$ cat src/rtl/elevator_pkg.sv
// rtl/elevator_pkg.sv - shared defaults, state encoding and direction constants for the call scheduler
package elevator_pkg;

  localparam int NUM_FLOORS = 4;
  localparam int FLOOR_W    = 2;

  typedef enum logic [1:0] {
    IDLE,
    SELECT,
    DISPATCH,
    WAIT_ARRIVE
  } sched_state_t;

  localparam logic DIR_UP = 1'b1;
  localparam logic DIR_DN = 1'b0;

endpackage

$ cat src/rtl/elevator_call_scheduler_if.sv
// rtl/elevator_call_scheduler_if.sv - target handshake and arrival report between scheduler and car controller
interface elevator_call_scheduler_if #(
  parameter int FLOOR_W = elevator_pkg::FLOOR_W
);

  logic               target_valid;
  logic               target_ready;
  logic [FLOOR_W-1:0] target_floor;
  logic [FLOOR_W-1:0] car_floor;
  logic               arrive;

  modport master (
    output target_valid,
    output target_floor,
    input  target_ready,
    input  car_floor,
    input  arrive
  );

  modport slave (
    input  target_valid,
    input  target_floor,
    output target_ready,
    output car_floor,
    output arrive
  );

endinterface

$ cat src/rtl/elevator_target_select.sv
// rtl/elevator_target_select.sv - combinational LOOK policy choosing the next floor to serve
module elevator_target_select #(
  parameter int NUM_FLOORS = elevator_pkg::NUM_FLOORS,
  parameter int FLOOR_W    = elevator_pkg::FLOOR_W
) (
  input  logic [NUM_FLOORS-1:0] pend_cab,
  input  logic [NUM_FLOORS-1:0] pend_up,
  input  logic [NUM_FLOORS-1:0] pend_dn,
  input  logic [FLOOR_W-1:0]    car_floor,
  input  logic                  dir_up,
  output logic                  found,
  output logic [FLOOR_W-1:0]    sel_floor,
  output logic                  reverse
);

  logic [NUM_FLOORS-1:0] any;
  logic                  near_hit;

  always_comb begin
    any       = pend_cab | pend_up | pend_dn;
    found     = 1'b0;
    near_hit  = 1'b0;
    sel_floor = car_floor;
    if (any[car_floor]) begin
      found = 1'b1;
    end else if (dir_up) begin
      // Loop order makes the last hit the nearest same-direction call, then the farthest turn-around call.
      for (int f = NUM_FLOORS - 1; f >= 0; f--) begin
        if (f > int'(car_floor) && (pend_cab[f] || pend_up[f])) begin
          near_hit  = 1'b1;
          sel_floor = FLOOR_W'(f);
        end
      end
      if (!near_hit) begin
        for (int f = 0; f < NUM_FLOORS; f++) begin
          if (f > int'(car_floor) && pend_dn[f]) begin
            near_hit  = 1'b1;
            sel_floor = FLOOR_W'(f);
          end
        end
      end
      found = near_hit;
    end else begin
      for (int f = 0; f < NUM_FLOORS; f++) begin
        if (f < int'(car_floor) && (pend_cab[f] || pend_dn[f])) begin
          near_hit  = 1'b1;
          sel_floor = FLOOR_W'(f);
        end
      end
      if (!near_hit) begin
        for (int f = NUM_FLOORS - 1; f >= 0; f--) begin
          if (f < int'(car_floor) && pend_up[f]) begin
            near_hit  = 1'b1;
            sel_floor = FLOOR_W'(f);
          end
        end
      end
      found = near_hit;
    end
    reverse = !found && (|any);
  end

endmodule

$ cat src/rtl/elevator_call_scheduler.sv
// rtl/elevator_call_scheduler.sv - latches calls, sweeps LOOK targets to the car controller, clears served calls
module elevator_call_scheduler #(
  parameter int NUM_FLOORS = elevator_pkg::NUM_FLOORS,
  parameter int FLOOR_W    = elevator_pkg::FLOOR_W
) (
  input  logic                  clk,
  input  logic                  rst_n,
  input  logic [NUM_FLOORS-1:0] cab_req,
  input  logic [NUM_FLOORS-1:0] hall_up_req,
  input  logic [NUM_FLOORS-1:0] hall_dn_req,
  input  logic                  hold,
  output logic                  dir_up,
  output logic                  busy,
  output logic [NUM_FLOORS-1:0] pend_cab,
  output logic [NUM_FLOORS-1:0] pend_up,
  output logic [NUM_FLOORS-1:0] pend_dn,
  elevator_call_scheduler_if.master car
);

  import elevator_pkg::*;

  localparam logic [NUM_FLOORS-1:0] UP_MASK = {1'b0, {(NUM_FLOORS-1){1'b1}}};
  localparam logic [NUM_FLOORS-1:0] DN_MASK = {{(NUM_FLOORS-1){1'b1}}, 1'b0};

  sched_state_t          state, state_nxt;
  logic                  rev_seen;
  logic                  found, reverse;
  logic [FLOOR_W-1:0]    sel_floor;
  logic [FLOOR_W-1:0]    target_floor;
  logic [NUM_FLOORS-1:0] any;
  logic [NUM_FLOORS-1:0] clr_cab, clr_up, clr_dn;
  logic                  above, below, arr_dir, arrive_hit;

  elevator_target_select #(
    .NUM_FLOORS (NUM_FLOORS),
    .FLOOR_W    (FLOOR_W)
  ) u_select (
    .pend_cab  (pend_cab),
    .pend_up   (pend_up),
    .pend_dn   (pend_dn),
    .car_floor (car.car_floor),
    .dir_up    (dir_up),
    .found     (found),
    .sel_floor (sel_floor),
    .reverse   (reverse)
  );

  assign any        = pend_cab | pend_up | pend_dn;
  assign arrive_hit = (state == WAIT_ARRIVE) && car.arrive;

  // Direction flips only when nothing remains ahead; the hall call matching the new direction is served.
  always_comb begin
    above   = 1'b0;
    below   = 1'b0;
    clr_cab = '0;
    clr_up  = '0;
    clr_dn  = '0;
    for (int f = 0; f < NUM_FLOORS; f++) begin
      if (f > int'(car.car_floor)) above = above | any[f];
      if (f < int'(car.car_floor)) below = below | any[f];
    end
    arr_dir = dir_up;
    if (dir_up && !above)      arr_dir = DIR_DN;
    else if (!dir_up && !below) arr_dir = DIR_UP;
    if (arrive_hit) begin
      clr_cab[car.car_floor] = 1'b1;
      if (car.car_floor == '0 || int'(car.car_floor) == NUM_FLOORS - 1) begin
        clr_up[car.car_floor] = 1'b1;
        clr_dn[car.car_floor] = 1'b1;
      end else if (arr_dir) begin
        clr_up[car.car_floor] = 1'b1;
      end else begin
        clr_dn[car.car_floor] = 1'b1;
      end
    end
  end

  always_ff @(posedge clk or negedge rst_n) begin
    if (!rst_n) begin
      pend_cab <= '0;
      pend_up  <= '0;
      pend_dn  <= '0;
    end else begin
      pend_cab <= (pend_cab & ~clr_cab) | cab_req;
      pend_up  <= (pend_up  & ~clr_up)  | (hall_up_req & UP_MASK);
      pend_dn  <= (pend_dn  & ~clr_dn)  | (hall_dn_req & DN_MASK);
    end
  end

  always_ff @(posedge clk or negedge rst_n) begin
    if (!rst_n) state <= IDLE;
    else        state <= state_nxt;
  end

  always_comb begin
    state_nxt = state;
    case (state)
      IDLE:        if ((|any) && !hold) state_nxt = SELECT;
      SELECT: begin
        if (found)                       state_nxt = DISPATCH;
        else if (!(|any) || rev_seen)    state_nxt = IDLE;
        else                             state_nxt = SELECT;
      end
      DISPATCH:    if (car.target_ready) state_nxt = WAIT_ARRIVE;
      WAIT_ARRIVE: if (car.arrive)       state_nxt = hold ? IDLE : SELECT;
      default:                           state_nxt = IDLE;
    endcase
  end

  always_ff @(posedge clk or negedge rst_n) begin
    if (!rst_n) begin
      dir_up       <= DIR_UP;
      target_floor <= '0;
      rev_seen     <= 1'b0;
    end else begin
      if (state == SELECT && reverse) begin
        if (!rev_seen) dir_up <= ~dir_up;
        rev_seen <= 1'b1;
      end else begin
        rev_seen <= 1'b0;
      end
      if (state == SELECT && found) target_floor <= sel_floor;
      if (arrive_hit)               dir_up       <= arr_dir;
    end
  end

  always_comb begin
    car.target_valid = (state == DISPATCH);
    car.target_floor = target_floor;
    busy             = (state != IDLE);
  end

endmodule
$ cat src/flat_wrapper.sv
// flat-port wrapper written by rule: the top's interface ports become plain ports
module elevator_call_scheduler_flat import elevator_pkg::*;
#(
  parameter int NUM_FLOORS = elevator_pkg::NUM_FLOORS,
  parameter int FLOOR_W    = elevator_pkg::FLOOR_W
)
  (clk, rst_n, cab_req, hall_up_req, hall_dn_req, hold, dir_up, busy, pend_cab, pend_up, pend_dn, car_target_valid, car_target_floor, car_target_ready, car_car_floor, car_arrive);
  elevator_call_scheduler_if #(.FLOOR_W(FLOOR_W)) car_i ();
  input  logic clk;
  input  logic rst_n;
  input  logic [NUM_FLOORS-1:0] cab_req;
  input  logic [NUM_FLOORS-1:0] hall_up_req;
  input  logic [NUM_FLOORS-1:0] hall_dn_req;
  input  logic hold;
  output logic dir_up;
  output logic busy;
  output logic [NUM_FLOORS-1:0] pend_cab;
  output logic [NUM_FLOORS-1:0] pend_up;
  output logic [NUM_FLOORS-1:0] pend_dn;
  output wire logic [$bits(car_i.target_valid)-1:0] car_target_valid;
  output wire logic [$bits(car_i.target_floor)-1:0] car_target_floor;
  input wire logic [$bits(car_i.target_ready)-1:0] car_target_ready;
  input wire logic [$bits(car_i.car_floor)-1:0] car_car_floor;
  input wire logic [$bits(car_i.arrive)-1:0] car_arrive;
  assign car_target_valid = car_i.target_valid;
  assign car_target_floor = car_i.target_floor;
  assign car_i.target_ready = car_target_ready;
  assign car_i.car_floor = car_car_floor;
  assign car_i.arrive = car_arrive;
  elevator_call_scheduler #(.NUM_FLOORS(NUM_FLOORS), .FLOOR_W(FLOOR_W)) u_core (.clk(clk), .rst_n(rst_n), .cab_req(cab_req), .hall_up_req(hall_up_req), .hall_dn_req(hall_dn_req), .hold(hold), .dir_up(dir_up), .busy(busy), .pend_cab(pend_cab), .pend_up(pend_up), .pend_dn(pend_dn), .car(car_i));
endmodule
$ cat config.mk
export PLATFORM = sky130hd
export DESIGN_NAME = elevator_call_scheduler_flat
export DESIGN_NICKNAME = d
export VERILOG_FILES = /design/src/rtl/elevator_pkg.sv /design/src/rtl/elevator_call_scheduler_if.sv /design/src/rtl/elevator_target_select.sv /design/src/rtl/elevator_call_scheduler.sv /design/src/flat_wrapper.sv
export SDC_FILE = /design/constraint.sdc
export NUM_CORES = 1
export LEC_CHECK = 0
export ABC_CLOCK_PERIOD_IN_PS = 3300
export BUFFER_PORTS_ARGS = -buffer_cell sky130_fd_sc_hd__buf_4
export CELL_PAD_IN_SITES_DETAIL_PLACEMENT = 2
export CELL_PAD_IN_SITES_GLOBAL_PLACEMENT = 2
export CORE_ASPECT_RATIO = 1.5
export CORE_UTILIZATION = 32
export DETAILED_ROUTE_END_ITERATION = 8
export MAX_ROUTING_LAYER = met4
export PLACE_DENSITY_LB_ADDON = 0.1
export SYNTH_ARGS = -nofsm -noshare
export SYNTH_HDL_FRONTEND = slang
export SYNTH_SLANG_ARGS = --single-unit
$ cat constraint.sdc
create_clock -name clk -period 3.3 [get_ports clk]
set_clock_uncertainty 0.15 [all_clocks]
set_input_delay 0.165 -clock clk [delete_from_list [all_inputs] [get_ports clk]]
set_output_delay 0.165 -clock clk [all_outputs]
set_load 0.1 [all_outputs]
After elaboration in Yosys (flattened, before gate mapping)

Cells that the tools add are included.

Bits of input ports: 19
Register bits after elaboration: 18
Word-level logic and storage cells: 146
Output and inout port bits: 17

Mux-type cells: 66
Reduce and logical (&&, ||, !) cells: 41
$lt $le $gt $ge: 8
Equality and inequality tests: 8
Bitwise gates (word level): 16

Operators by type and width:

| kind                 | number |
|---|---|
| $mux W2              | 20 |
| $mux W1              | 36 |
| $mux W4              | 7 |
| $logic_and A1 B1 Y1  | 20 |
| $or A4 B4 Y4         | 4 |
| $and A4 B4 Y4        | 3 |
| $not A4 Y4           | 3 |
| $logic_or A1 B1 Y1   | 8 |
| $pmux W2 S4          | 1 |
| $logic_not A1 Y1     | 6 |
| $eq A2 B1 Y1 const B | 2 |
| $eq A2 B2 Y1 const B | 2 |
| $gt A2 B2 Y1 const A | 2 |
| $logic_not A2 Y1     | 2 |
| $lt A1 B2 Y1 const A | 2 |
| $ne A2 B1 Y1 const B | 2 |
| $ne A2 B2 Y1 const B | 2 |
| $or A1 B1 Y1         | 4 |
| $or A4 B3 Y4         | 1 |
| $reduce_bool A2 Y1   | 2 |
| $reduce_or A4 Y1     | 1 |
| $lt A2 B3 Y1 const B | 1 |
| $reduce_and A3 Y1    | 1 |
| $bmux W1 S2          | 1 |
| other kinds (6)      | 6 |

Logic depth before layout (Yosys ltp)

Gate-level depths: netlist of run 1.

Depth in word-level cells: 17
Gate-level depth with buffers: 9
Gate-level depth less buffers: 8

Cells and area by module

From an unflattened synthesis of run 1, not the netlist that was laid out.

Cell total of the unflattened synthesis: 129
Area total of the unflattened synthesis: 1,221.2 µm²

By module, submodules not included:

| module                  | area each (µm²) | cells each | times used | sequential area each (µm²) |
|---|---|---|---|---|
| elevator_call_scheduler | 890.9           | 80         | 1          | 451.7 |
| elevator_target_select  | 330.3           | 49         | 1          | 0.0 |

Worst setup path after synthesis of run 1

OpenSTA, ideal clock, no wires.

Path type: flip-flop to flip-flop
Start: reg u_core.pend_dn[0]
End: reg u_core.target_floor[0] (netlist: u_core.car.target_floor[0])
Setup slack: 0.896 ns
Period minus slack after synthesis: 2.404 ns
Data required time: 3.024 ns
Setup time: 0.126 ns
Path buffers: 0
Data arrival time: 2.127 ns
Stages on the path, launching flop included: 7
Path through: dfrtp_1 > nor3_1 > o2111ai_1 > o31a_2 > or2_4 > a21boi_2 > a311o_1

Cells in the longest elaborated chain, start to end: 11
Elaborated cells between the ends (all ways): 23
Those cells by class: mux: 19; bitwise: 1; reduce/logical: 3

RTL lines:

| element                                                | line                                                         | text |
|---|---|---|
| from (decl)                                            | elevator_call_scheduler.sv:16                                | `output logic [NUM_FLOORS-1:0] pend_dn,` |
| from (signal assigned)                                 | elevator_call_scheduler.sv:86                                | `pend_dn <= (pend_dn & ~clr_dn) \| (hall_dn_req & DN_MASK);` |
| $logic_or A1 B1 Y1                                     | elevator_target_select.sv:45                                 | `if (f < int'(car_floor) && (pend_cab[f] \|\| pend_dn[f])) begin` |
| $logic_and A1 B1 Y1                                    | elevator_target_select.sv:45                                 |  |
| $mux W2 / $mux W1 (equally long branches) (3 in a row) | elevator_target_select.sv:45                                 |  |
| $mux W2 / $mux W1 (equally long branches)              | elevator_target_select.sv:52, elevator_target_select.sv:26   |  |
| $mux W2 / $mux W1 (equally long branches)              | elevator_target_select.sv:52, elevator_target_select.sv:24   |  |
| $mux W2 / $mux W1 (equally long branches)              | elevator_target_select.sv:52, elevator_target_select.sv:50   |  |
| $mux W2 / $mux W1 (equally long branches)              | elevator_target_select.sv:50, elevator_target_select.sv:26   |  |
| $mux W2 / $mux W1 (equally long branches)              | elevator_target_select.sv:26, elevator_target_select.sv:24   |  |
| $mux W2 / $logic_and A1 B1 Y1 (equally long branches)  | elevator_target_select.sv:24, elevator_call_scheduler.sv:122 |  |
| to (signal assigned)                                   | elevator_call_scheduler.sv:122                               | `if (state == SELECT && found) target_floor <= sel_floor;` |
| to (decl)                                              | elevator_call_scheduler.sv:29                                | `logic [FLOOR_W-1:0] target_floor;` |

Several ways; a longest one is shown, not always the timed one. The select of a mux whose other input is x is not followed.
A chain may end at the register's enable or synchronous reset.

==> results of run 1 <==
[worst min path at each step]
stage,from,to,slack [ns]
2_1_floorplan,rst_n,asynchronous set/reset pin,-0.28
3_3_place_gp,rst_n,u_core.state[0]$_DFFE_PN0P_,-0.1
3_5_place_dp,rst_n,u_core.state[0]$_DFFE_PN0P_,-0.09
4_1_cts,car_target_ready,u_core.state[0]$_DFFE_PN0P_,0.07
5_1_grt,car_target_ready,u_core.state[0]$_DFFE_PN0P_,0.09
6_report,car_target_ready,u_core.state[0]$_DFFE_PN0P_,0.08
[cells in the final DEF (no fill, tap or decap), types with 2 or more instances in the layout]
master         instances
a211oi_1               2
a21o_1                 6
a21oi_1               12
and2_1                 2
buf_4                 33
clkbuf_8               4
dfrtp_1               17
dlygate4sd3_1         11
ha_1                   6
inv_1                  4
nand2_1               15
nand3_1                2
nor2_1                 5
nor2b_1                3
nor3_1                 5
nor3_2                 2
nor3_4                 2
nor4_1                 2
o21a_1                 2
o21ai_0                6
o21ai_1                2
o31ai_1                2
or2_4                  2
[critical path: stages, from the launching register on]
cell and delay [ns]:
dfrtp_1 0.43, nor3_1 0.48, o2111ai_1 0.29, o31a_2 0.22
or2_4 0.27, a21oi_1 0.23, nor2_1 0.07
[per-layer routing]
metal / vias up / global-route usage [%] / part of all wire (%)
li1: 530 / - / -
met1: 565 / 24.5 / 37
met2: 26 / 47.9 / 58
met3: 7 / 2.02 / 2.3
met4: 0 / 13.3 / 2.4
met5: - / - / 0
[cell families after synthesis]
family | count (synthesis) | share of synthesized area, %
buf+inv | 6 | 2.10
simple gates | 46 | 24.5
mux | 1 | 0.886
xor+xnor | 1 | 0.775
flops | 18 | 40.0
fa+ha+maj | 6 | 6.64
compound gates | 41 | 25.1
[layout make-up]
class | count | area [sq um] | share of cell area, %
Inverter | 4 | 15.0 | 0.946
Timing Repair Buffer | 44 | 358 | 22.6
Sequential cell | 18 | 452 | 28.5
Tap cell | 42 | 52.6 | 3.31
Multi-Input combinational cell | 95 | 654 | 41.2
Clock buffer | 4 | 55.1 | 3.47
[sequential cells by signal, summed over array words and instances (netlist names), named ones only]
signal and count:
u_core.rev_seen 1, u_core.state 1, u_core.dir_up 1, u_core.pend_dn 4, u_core.pend_up 4, u_core.pend_cab 4, u_core.car.target_floor 2
[power groups by stage]
stage / logic, mW / clock network, mW / registers, mW
CTS: 0.577 / 0.203 / 0.323
detailed placement: 0.565 / 0 / 0.327
floorplan: 0.242 / 0 / 0.504
global placement: 0.552 / 0 / 0.322
global route: 0.607 / 0.206 / 0.331
finish: 0.575 / 0.196 / 0.323
[per-stage QoR]
stage	instances	hold WS (ns)	power, mW
6_report	207	0.0776	1.09
5_1_grt	207	0.0921	1.14
4_1_cts	207	0.0748	1.10
3_5_place_dp	192	-0.0938	0.892
3_3_place_gp	192	-0.0999	0.873
2_1_floorplan	119	-0.281	0.747
[timing repair]
| action | CTS | global route |
|---|---|---|
| hold buffers | 11 | 0 |
| buffers inserted | 0 | 0 |
| endpoints found under the hold margin | 28 | 0 |
==> flow_metrics.py, run 1 <==
metrics = {
    "drt": {
        "routedWlPerCell_microns": 19.1,
        "drc": 0,
        "wl_mm": 3.94,
        "final_antenna_net_count": 0,
        "vias_per_cell": 5.45,
        "first_pass_iters": 6,
        "vias": 1128,
        "drtIter0Drc": 9,
    },
    "critical_path": {
        "critPathArrivalTime_ns": 2.25,
        "rrSetupSlack_ns": 1.05,
        "reg2reg_depth": 6,
        "cp_max_fo": 4,
        "required_ns": 3.30,
        "crit_path_end_kind": "register",
        "crit_type": "reg -> reg",
        "crit_path_start_kind": "register",
        "crit_path_start": "u_core.pend_dn[0]$_DFF_PN0_",
        "reg2reg_from": "u_core.pend_dn[0]$_DFF_PN0_",
    },
    "placed_design": {
        "pre_cts_slack_ns": 1.09,
        "place_hpwl_mm": 2.84,
        "place.gp.congestion": 0.873,
        "placed_cell_area_sq_mm": 0.00142,
        "port_buffers": 33,
    },
    "logic_synthesis": {
        "synth_largest_area_cell": "dfrtp_1",
        "synth_cell_types": 40,
        "netlist_area_sq_mm": 0.00113,
        "synth_cells": 119,
        "yosysSeqAreaShare_pct": 40.0,
        "synth_area_per_cell_sq_um": 9.49,
        "ys_ff_latch": 18,
        "yosysWarnings": 0,
        "syn-num-nets": 144,
        "synth-edff-count": 0,
        "synth_ff_type": "dfrtp_1",
        "synth.area.top_cells": "dfrtp_1 38%, ha_1 6.6%, a21oi_1 5.3%",
        "async_reset_ff_share_pct": 100,
        "yosys.area.top_type_share_pct": 37.7,
        "synth.most_common_cell": "dfrtp_1",
        "synth.top_cells.by_count": "17 x dfrtp_1, 15 x nand2_1, 12 x a21oi_1",
    },
    "timing": {
        "setup_tns_ns": 0,
        "max-slew-margin-rel_pct": 65.0,
        "setup_viol": 0,
        "rsz0062_at_grt": "no",
        "max_slew.worst_pin.slew_ns": 0.521,
        "slew_viol_final": 0,
        "min_period_over_period_pct": 68.3,
        "min_period_ns": 2.25,
        "fin_ws_ns": 1.05,
        "fmax_mhz": 444,
        "final-hold-violation-count": 0,
    },
    "die": {
        "die-width_microns": 50.5,
        "num_io_pins": 36,
        "start_util_pct": 33.4,
        "core_sq_mm": 0.00338,
        "rows": 26,
        "die-area_sq_mm": 0.00378,
        "die_h_microns": 74.8,
    },
    "cts": {
        "htree_levels": 1,
        "cts_sinks": 18,
        "cts.clk_slew.worst_paths_ns": 0.07,
        "numCtsBuffers": 3,
        "cts_tree": "built",
        "cts_root_buffer": "clkbuf_8",
        "cts_buffer_depth": 2,
        "insertion_delay_ns": 0.27,
        "cts_resized": 0,
    },
    "final_layout": {
        "fin_area_sq_mm": 0.00159,
        "diodes": 0,
        "nFillCells": 389,
        "final_nets": 191,
        "drive_gt1_share_pct": 30.9,
        "area_growth_pct": 40.4,
        "utilization_pct": 46.9,
    },
    "global_route": {
        "grt_pass1_wl_mm": 6.56,
        "antenna_found_initial": 0,
        "grt_max_degree": 19,
        "grtUsageTotal_pct": 24.9,
        "overflow": 0,
        "first_global_vias": 1288,
    },
    "pwr": {
        "switching_power_uw": 570,
        "ir_drop_v": 0.000480,
        "intPower_uw": 525,
        "swShare_pct": 52.1,
        "leakage_nw": 0.664,
        "pwr-share-comb_pct": 52.5,
        "seqPwrFrac_pct": 29.5,
        "power_frac_clock_pct": 17.9,
        "power_density_mw_per_mm2": 690,
    },
    "status": {
        "status": "complete, no violations",
    },
    "flow_run": {
        "maxCapViolCount": 0,
    },
    "worst_hold_path": {
        "hold_path.class": "in -> reg",
        "min_path_cells": 3,
    },
}
Power figures use the tool's default switching activity.
==> inputs of run 2 (changes only) <==
--- a/config.mk
+++ b/config.mk
@@ -5,12 +5,13 @@
 export SDC_FILE = /design/constraint.sdc
 export NUM_CORES = 1
 export LEC_CHECK = 0
-export ABC_CLOCK_PERIOD_IN_PS = 3300
+export ABC_AREA = 1
+export ABC_CLOCK_PERIOD_IN_PS = 2300
 export BUFFER_PORTS_ARGS = -buffer_cell sky130_fd_sc_hd__buf_4
 export CELL_PAD_IN_SITES_DETAIL_PLACEMENT = 2
 export CELL_PAD_IN_SITES_GLOBAL_PLACEMENT = 2
 export CORE_ASPECT_RATIO = 1.5
-export CORE_UTILIZATION = 32
+export CORE_UTILIZATION = 28
 export DETAILED_ROUTE_END_ITERATION = 8
 export MAX_ROUTING_LAYER = met4
 export PLACE_DENSITY_LB_ADDON = 0.1
==> constraint.sdc (replaced) <==
create_clock -name clk -period 2.3 [get_ports clk]
set_clock_uncertainty 0.15 [all_clocks]
set_input_delay 0.115 -clock clk [delete_from_list [all_inputs] [get_ports clk]]
set_output_delay 0.115 -clock clk [all_outputs]
set_load 0.1 [all_outputs]
==> run 2 against run 1 <==
The run now ends with design-rule violations left. Largest power group unchanged. Routed wire length is 11% higher. Final cell count is 35% higher. Sequential power is 50% higher.
==> flow_metrics.py, run 2 <==
metrics = {
    "logic_synthesis": {
        "synth.area.top_cells": "dfrtp_1 33%, nand2_1 11%, inv_1 7.5%",
        "yosysSeqAreaShare_pct": 34.9,
        "synth_cells": 181,
        "netlist_area_sq_mm": 0.00129,
        "syn-num-nets": 206,
        "synth_largest_area_cell": "dfrtp_1",
        "synth.top_cells.by_count": "38 x nand2_1, 26 x inv_1, 22 x nor2_1, 17 x dfrtp_1, 14 x nand3_1",
        "synth_ff_type": "dfrtp_1",
        "synth-edff-count": 0,
        "yosys.area.top_type_share_pct": 32.9,
        "synth_area_per_cell_sq_um": 7.15,
        "async_reset_ff_share_pct": 100,
        "synth_cell_types": 27,
        "yosysWarnings": 0,
        "synth.most_common_cell": "nand2_1",
        "ys_ff_latch": 18,
    },
    "die": {
        "rows": 29,
        "core_sq_mm": 0.00432,
        "start_util_pct": 30.0,
        "num_io_pins": 36,
        "die_h_microns": 85.3,
        "die-area_sq_mm": 0.00490,
        "die-width_microns": 57.5,
    },
    "drt": {
        "drc": 2,
        "routedWlPerCell_microns": 15.6,
        "vias_per_cell": 5.01,
        "first_pass_iters": 6,
        "final_antenna_net_count": 0,
        "vias": 1397,
        "drtIter0Drc": 33,
        "wl_mm": 4.37,
    },
    "critical_path": {
        "crit_path_start_kind": "register",
        "critPathMaxStageDelay_ns": 0.55,
        "crit_type": "reg -> reg",
        "cp_common_cell": "inv_1",
        "critPathArrivalTime_ns": 2.20,
        "cp_max_fo": 5,
        "crit_path_end_kind": "register",
        "cp_slowest_cell": "dlygate4sd3_1",
        "required_ns": 2.35,
        "cp_cell_sequence": "inv_1 -> nor2_1 -> nor2_2 -> nand2_2 -> o21ai_2 -> nand3_2 -> inv_1 -> nand3b_1 -> a21oi_2 -> dlygate4sd3_1",
    },
    "status": {
        "violations": "design-rule violations",
        "status": "finished with violations",
    },
    "cts": {
        "numCtsBuffers": 3,
        "cts_tree": "built",
        "htree_levels": 1,
        "cts.clk_slew.worst_paths_ns": 0.08,
        "cts_buffer_depth": 2,
        "insertion_delay_ns": 0.26,
        "cts_root_buffer": "clkbuf_8",
        "cts_sinks": 18,
    },
    "timing": {
        "min_period_over_period_pct": 93.4,
        "min_period_ns": 2.15,
        "slew_viol_final": 0,
        "setup_viol": 0,
        "setup_tns_ns": 0,
        "final-hold-violation-count": 0,
        "fmax_mhz": 466,
        "max_slew.worst_pin.slew_ns": 0.271,
        "max-slew-margin-rel_pct": 81.9,
    },
    "global_route": {
        "grtUsageTotal_pct": 19.7,
        "grt_pass1_wl_mm": 7.21,
        "first_global_vias": 1529,
        "overflow": 0,
        "antenna_found_initial": 0,
        "grt_max_degree": 19,
    },
    "final_layout": {
        "final_nets": 259,
        "mostFrequentLayoutCells": "38 x nand2_1, 35 x buf_4, 26 x inv_1, 21 x nor2_1, 14 x nand3_1",
        "final_common_cell": "nand2_1",
        "area_growth_pct": 39.5,
        "drive_gt1_share_pct": 30.5,
        "utilization_pct": 41.8,
        "reg.largest.list": "u_core.pend_cab x4, u_core.pend_dn x4, u_core.pend_up x4",
        "nFillCells": 514,
        "diodes": 0,
        "fin_area_sq_mm": 0.00180,
    },
    "pwr": {
        "switching_power_mw": 1.07,
        "ir_drop_v": 0.000457,
        "power_frac_clock_pct": 13.3,
        "swShare_pct": 56.9,
        "leakage_nw": 0.892,
        "power_density_mw_per_mm2": 1040,
        "seqPwrFrac_pct": 25.8,
        "intPower_uw": 811,
        "pwr-share-comb_pct": 60.9,
    },
    "placed_design": {
        "place_hpwl_mm": 3.27,
        "placed_cell_area_sq_mm": 0.00160,
        "port_buffers": 33,
        "place.gp.congestion": 0.852,
    },
    "flow_run": {
        "maxCapViolCount": 0,
    },
    "worst_hold_path": {
        "hold_path.class": "in -> async",
    },
}
## run 2: changes by cell type after synthesis, sizes merged, moves of 4 or more
cell    delta
a21o       -4
a21oi      -4
inv       +28
nand2     +28
nand3     +15
nor2      +24
nor3       -8
o21ai      +6
o21bai     +4
## run 2: worst paths after layout
kind / start / to / slack, ns / cells after the start
min: rst_n / u_core.pend_up[0]$_DFF_PN0_ / 0.11 / 2
max in group asynchronous: rst_n / u_core.dir_up$_DFFE_PN1P_ / 1.62 / 2
min in group clk: car_arrive / register / 0.11 / 4
min reg2reg: u_core.car.target_floor[1]$_DFFE_PN0P_ / u_core.car.target_floor[1]$_DFFE_PN0P_ / 0.35 / 2
max: u_core.pend_dn[3]$_DFF_PN0_ / u_core.state[0]$_DFFE_PN0P_ / 0.15 / 10
max reg2reg: u_core.pend_dn[3]$_DFF_PN0_ / u_core.state[0]$_DFFE_PN0P_ / 0.15 / 10
## run 2: critical path: cells and delay by family, from the launching register on
family | cells | cell delay, ns
AO/OA/AOI/OAI | 2 | 0.29
buffers and inverters | 3 | 0.76
flip-flops | 1 | 0.40
AND/OR/NAND/NOR | 5 | 0.48
## run 2: cells by family after synthesis
family	after synthesis	synth area share [%]
buf+inv	32	9.28
simple gates	94	34.9
flops	18	34.9
fa+ha+maj	6	5.80
compound gates	31	15.1
## run 2: cell type report
cell class                      count  area, sq um  share of cell area [%]
Inverter                           32          120                    6.66
Multi-Input combinational cell    131          732                    40.6
Timing Repair Buffer               48          393                    21.8
Tap cell                           46         57.6                    3.19
Sequential cell                    18          457                    25.3
Clock buffer                        4         45.0                    2.50
## run 2: routing by layer
layer	global-route usage, %	part of all wire, %
met1	20.7	39
met2	36.5	55
met3	1.98	3.1
met4	7.76	3.4
met5	-	0
## run 2: power by group through the flow
stage	clock network, mW	registers (mW)	logic (mW)
3_3_place_gp	0	0.483	1.09
3_5_place_dp	0	0.492	1.11
2_1_floorplan	0	0.866	0.467
6_report	0.250	0.485	1.15
5_1_grt	0.267	0.503	1.22
4_1_cts	0.256	0.486	1.15
## run 2: timing repair
item	in CTS	in global routing
resized for setup	0	6
setup endpoints to repair	0	1
hold buffers	13	0
buffers inserted	0	2
hold endpoints to repair	29	0
## run 2: per-stage QoR
step	total power [mW]	setup WS [ns]	instances	hold slack, ns
after CTS	1.89	0.130	277	0.108
final	1.88	0.153	279	0.107
after detailed placement	1.60	0.379	260	-0.140
after floorplan	1.33	0.137	181	-0.331
after global placement	1.57	0.451	260	-0.144
after global routing	1.99	-0.0102	279	0.126
==> inputs of run 3 (changes only) <==
--- a/config.mk
+++ b/config.mk
@@ -7,12 +7,12 @@
 export LEC_CHECK = 0
 export ABC_AREA = 1
 export ABC_CLOCK_PERIOD_IN_PS = 2300
-export BUFFER_PORTS_ARGS = -buffer_cell sky130_fd_sc_hd__buf_4
 export CELL_PAD_IN_SITES_DETAIL_PLACEMENT = 2
 export CELL_PAD_IN_SITES_GLOBAL_PLACEMENT = 2
 export CORE_ASPECT_RATIO = 1.5
-export CORE_UTILIZATION = 28
+export CORE_UTILIZATION = 33
 export DETAILED_ROUTE_END_ITERATION = 8
+export DONT_BUFFER_PORTS = 1
 export MAX_ROUTING_LAYER = met4
 export PLACE_DENSITY_LB_ADDON = 0.1
 export SYNTH_ARGS = -nofsm -noshare
==> constraint.sdc (replaced) <==
create_clock -name clk -period 2.3 [get_ports clk]
set_clock_uncertainty 0.15 [all_clocks]
set_input_delay 0.575 -clock clk [delete_from_list [all_inputs] [get_ports clk]]
set_output_delay 0.575 -clock clk [all_outputs]
set_load 0.1 [all_outputs]
==> run 3 against run 2 <==
The flow now finishes without violations. Final area down 14%. Via count down 8.7%. Register-to-register slack improved by 0.42 ns. Die area down 15%. Core utilization decreased by 0.27 points. Largest power group unchanged.
==> flow_metrics.py, run 3 (synthesized netlist as in run 2, its figures left out) <==
metrics = {
    "worst_hold_path": {
        "min_to": "u_core.pend_dn[2]$_DFF_PN0_",
        "worstHoldStart": "hall_dn_req[2]",
        "hold_path.class": "in -> reg",
        "min_path_cells": 1,
    },
    "pwr": {
        "power_frac_clock_pct": 14.7,
        "switching_power_mw": 1.04,
        "ir_drop_v": 0.000747,
        "swShare_pct": 56.9,
        "pwr-share-comb_pct": 59.2,
        "intPower_uw": 792,
        "seqPwrFrac_pct": 26.1,
        "power_density_mw_per_mm2": 1190,
        "leakage_nw": 0.764,
    },
    "cts": {
        "htree_levels": 1,
        "numCtsBuffers": 3,
        "insertion_delay_ns": 0.26,
        "cts_buffer_depth": 2,
        "cts_root_buffer": "clkbuf_8",
        "cts_tree": "built",
        "cts.clk_slew.worst_paths_ns": 0.07,
        "cts_sinks": 18,
    },
    "final_layout": {
        "final_common_cell": "nand2_1",
        "final_nets": 229,
        "diodes": 0,
        "final_cells": 246,
        "reg.largest.list": "u_core.pend_cab x4, u_core.pend_dn x4, u_core.pend_up x4",
        "drive_gt1_share_pct": 24.6,
        "ff_latch_area_sq_um": 452,
        "area_growth_pct": 19.2,
        "mostFrequentLayoutCells": "38 x nand2_1, 26 x inv_1, 21 x nor2_1, 17 x dfrtp_1, 17 x buf_4",
        "nFillCells": 449,
        "multi_input_area_sq_um": 724,
    },
    "placed_design": {
        "port_buffers": 0,
        "dp.cells": 241,
        "place_hpwl_mm": 3.32,
        "place.gp.congestion": 0.794,
    },
    "status": {
        "status": "complete, no violations",
    },
    "die": {
        "start_util_pct": 34.8,
        "num_io_pins": 36,
        "die-area_sq_mm": 0.00418,
        "core_sq_mm": 0.00372,
        "die-width_microns": 53.1,
        "die_h_microns": 78.7,
        "rows": 27,
    },
    "critical_path": {
        "critPathMaxStageDelay_ns": 0.25,
        "crit_path_start_kind": "input pin",
        "rrSetupSlack_ns": 0.57,
        "cp_cell_sequence": "inv_1 -> ha_1 -> nand2_1 -> inv_1 -> nor2_2 -> nand2_2 -> nor2_2 -> nand2_1 -> nand2_2 -> nand2_2 -> a21oi_1 -> or2_1",
        "crit_buf_inv": 2,
        "cp_slowest_cell": "ha_1",
        "cp_common_cell": "nand2_2",
        "reg2reg_from": "u_core.pend_dn[0]$_DFF_PN0_",
        "crit_type": "in -> reg",
        "cpLargestDelayFamily": "simple AND/OR/NAND/NOR gates",
        "critPathArrivalTime_ns": 1.93,
        "crit_path_end_kind": "register",
        "cp_max_fo": 7,
        "reg2reg_to": "u_core.pend_up[1]$_DFF_PN0_",
        "required_ns": 2.30,
        "reg2reg_depth": 9,
    },
    "timing": {
        "setup_viol": 0,
        "fmax_mhz": 518,
        "min_period_over_period_pct": 83.9,
        "min_period_ns": 1.93,
        "max_slew.worst_pin.slew_ns": 0.872,
        "slew_viol_final": 0,
        "max-slew-margin-rel_pct": 41.7,
        "final-hold-violation-count": 0,
        "fin_hold_ws_ns": 0.252,
        "setup_tns_ns": 0,
        "rsz0062_at_grt": "no",
    },
    "drt": {
        "drc": 0,
        "vias": 1275,
        "final_antenna_net_count": 0,
        "wl_mm": 4.02,
        "drtIter0Drc": 5,
        "vias_per_cell": 5.18,
        "routedWlPerCell_microns": 16.3,
        "first_pass_iters": 4,
    },
    "global_route": {
        "first_global_vias": 1487,
        "overflow": 0,
        "grt_pass1_wl_mm": 6.99,
        "grt_max_degree": 19,
        "grtUsageTotal_pct": 23.3,
        "antenna_found_initial": 0,
    },
    "flow_run": {
        "maxCapViolCount": 0,
    },
}
==> run 3: changes by cell type in the layout (fill, tap and decap cells not counted), moves of 4 or more <==
cell and delta:
buf_4 -18, dlygate4sd3_1 -12, dfrtp_1 +4, dfrtp_2 -4
==> run 3: worst register-to-register path, cell delays in order (launching register included) <==
cell     delay, ns
dfrtp_1       0.39
nor2_1        0.22
nor2_1        0.10
nor2_2        0.10
nand3_2       0.12
nand2_4       0.11
nand2_2       0.09
nand2_2       0.07
a21oi_1       0.06
or2_1         0.21
==> run 3: cell type report <==
cell class              instances  share of cell area [%]
well taps                      43                    3.49
multi-input cells             131                    47.0
inverters                      32                    7.79
clock buffers                   4                    3.57
flip-flops and latches         18                    29.3
repair buffers                 18                    8.92
==> run 3: power by group through the flow <==
| stage | clock network [mW] | registers [mW] | logic [mW] |
|---|---|---|---|
| after detailed placement | 0 | 0.487 | 1.09 |
| after global routing | 0.294 | 0.494 | 1.16 |
| after global placement | 0 | 0.478 | 1.06 |
| after floorplan | 0 | 0.867 | 0.471 |
| after CTS | 0.278 | 0.481 | 1.10 |
| final | 0.269 | 0.479 | 1.09 |
==> run 3: timing repair <==
action	CTS	global route
hold buffers	1	0
resized for setup	0	0
hold endpoints to repair	18	0
setup buffers	0	0
==> run 3: routing by layer <==
| layer | GRT usage (%) | vias up | part of all wire, % |
|---|---|---|---|
| met1 | 23.8 | 624 | 36 |
| met5 | - | - | 0 |
| li1 | - | 615 | - |
| met3 | 2.13 | 8 | 2.6 |
| met2 | 44.4 | 28 | 59 |
| met4 | 6.84 | 0 | 2.3 |
==> run 3: how the worst max path moves through the flow <==
stage / from / endpoint / slack (ns) / cells past startpoint
4_1_cts: car_car_floor[0] / u_core.pend_up[2]$_DFF_PN0_ / 0.36 / 10
6_report: car_car_floor[0] / u_core.pend_up[1]$_DFF_PN0_ / 0.37 / 12
3_5_place_dp: car_car_floor[0] / u_core.pend_up[1]$_DFF_PN0_ / 0.09 / 10
2_1_floorplan: u_core.pend_dn[3]$_DFF_PN0_ / u_core.pend_up[2]$_DFF_PN0_ / 0.14 / 10
5_1_grt: car_car_floor[0] / u_core.pend_up[1]$_DFF_PN0_ / 0.23 / 10
3_3_place_gp: car_car_floor[0] / u_core.pend_up[2]$_DFF_PN0_ / 0.17 / 12
==> run 3: metrics by stage <==
step                      util [%]  power [mW]  setup slack, ns  instance area (sq um)
final                         41.5        1.83            0.370                   1540
after global routing          41.5        1.95            0.233                   1540
after CTS                     41.5        1.86            0.360                   1540
after detailed placement      39.8        1.57           0.0862                   1480
after global placement        39.8        1.54            0.165                   1480
after floorplan                  -        1.34            0.137                   1300
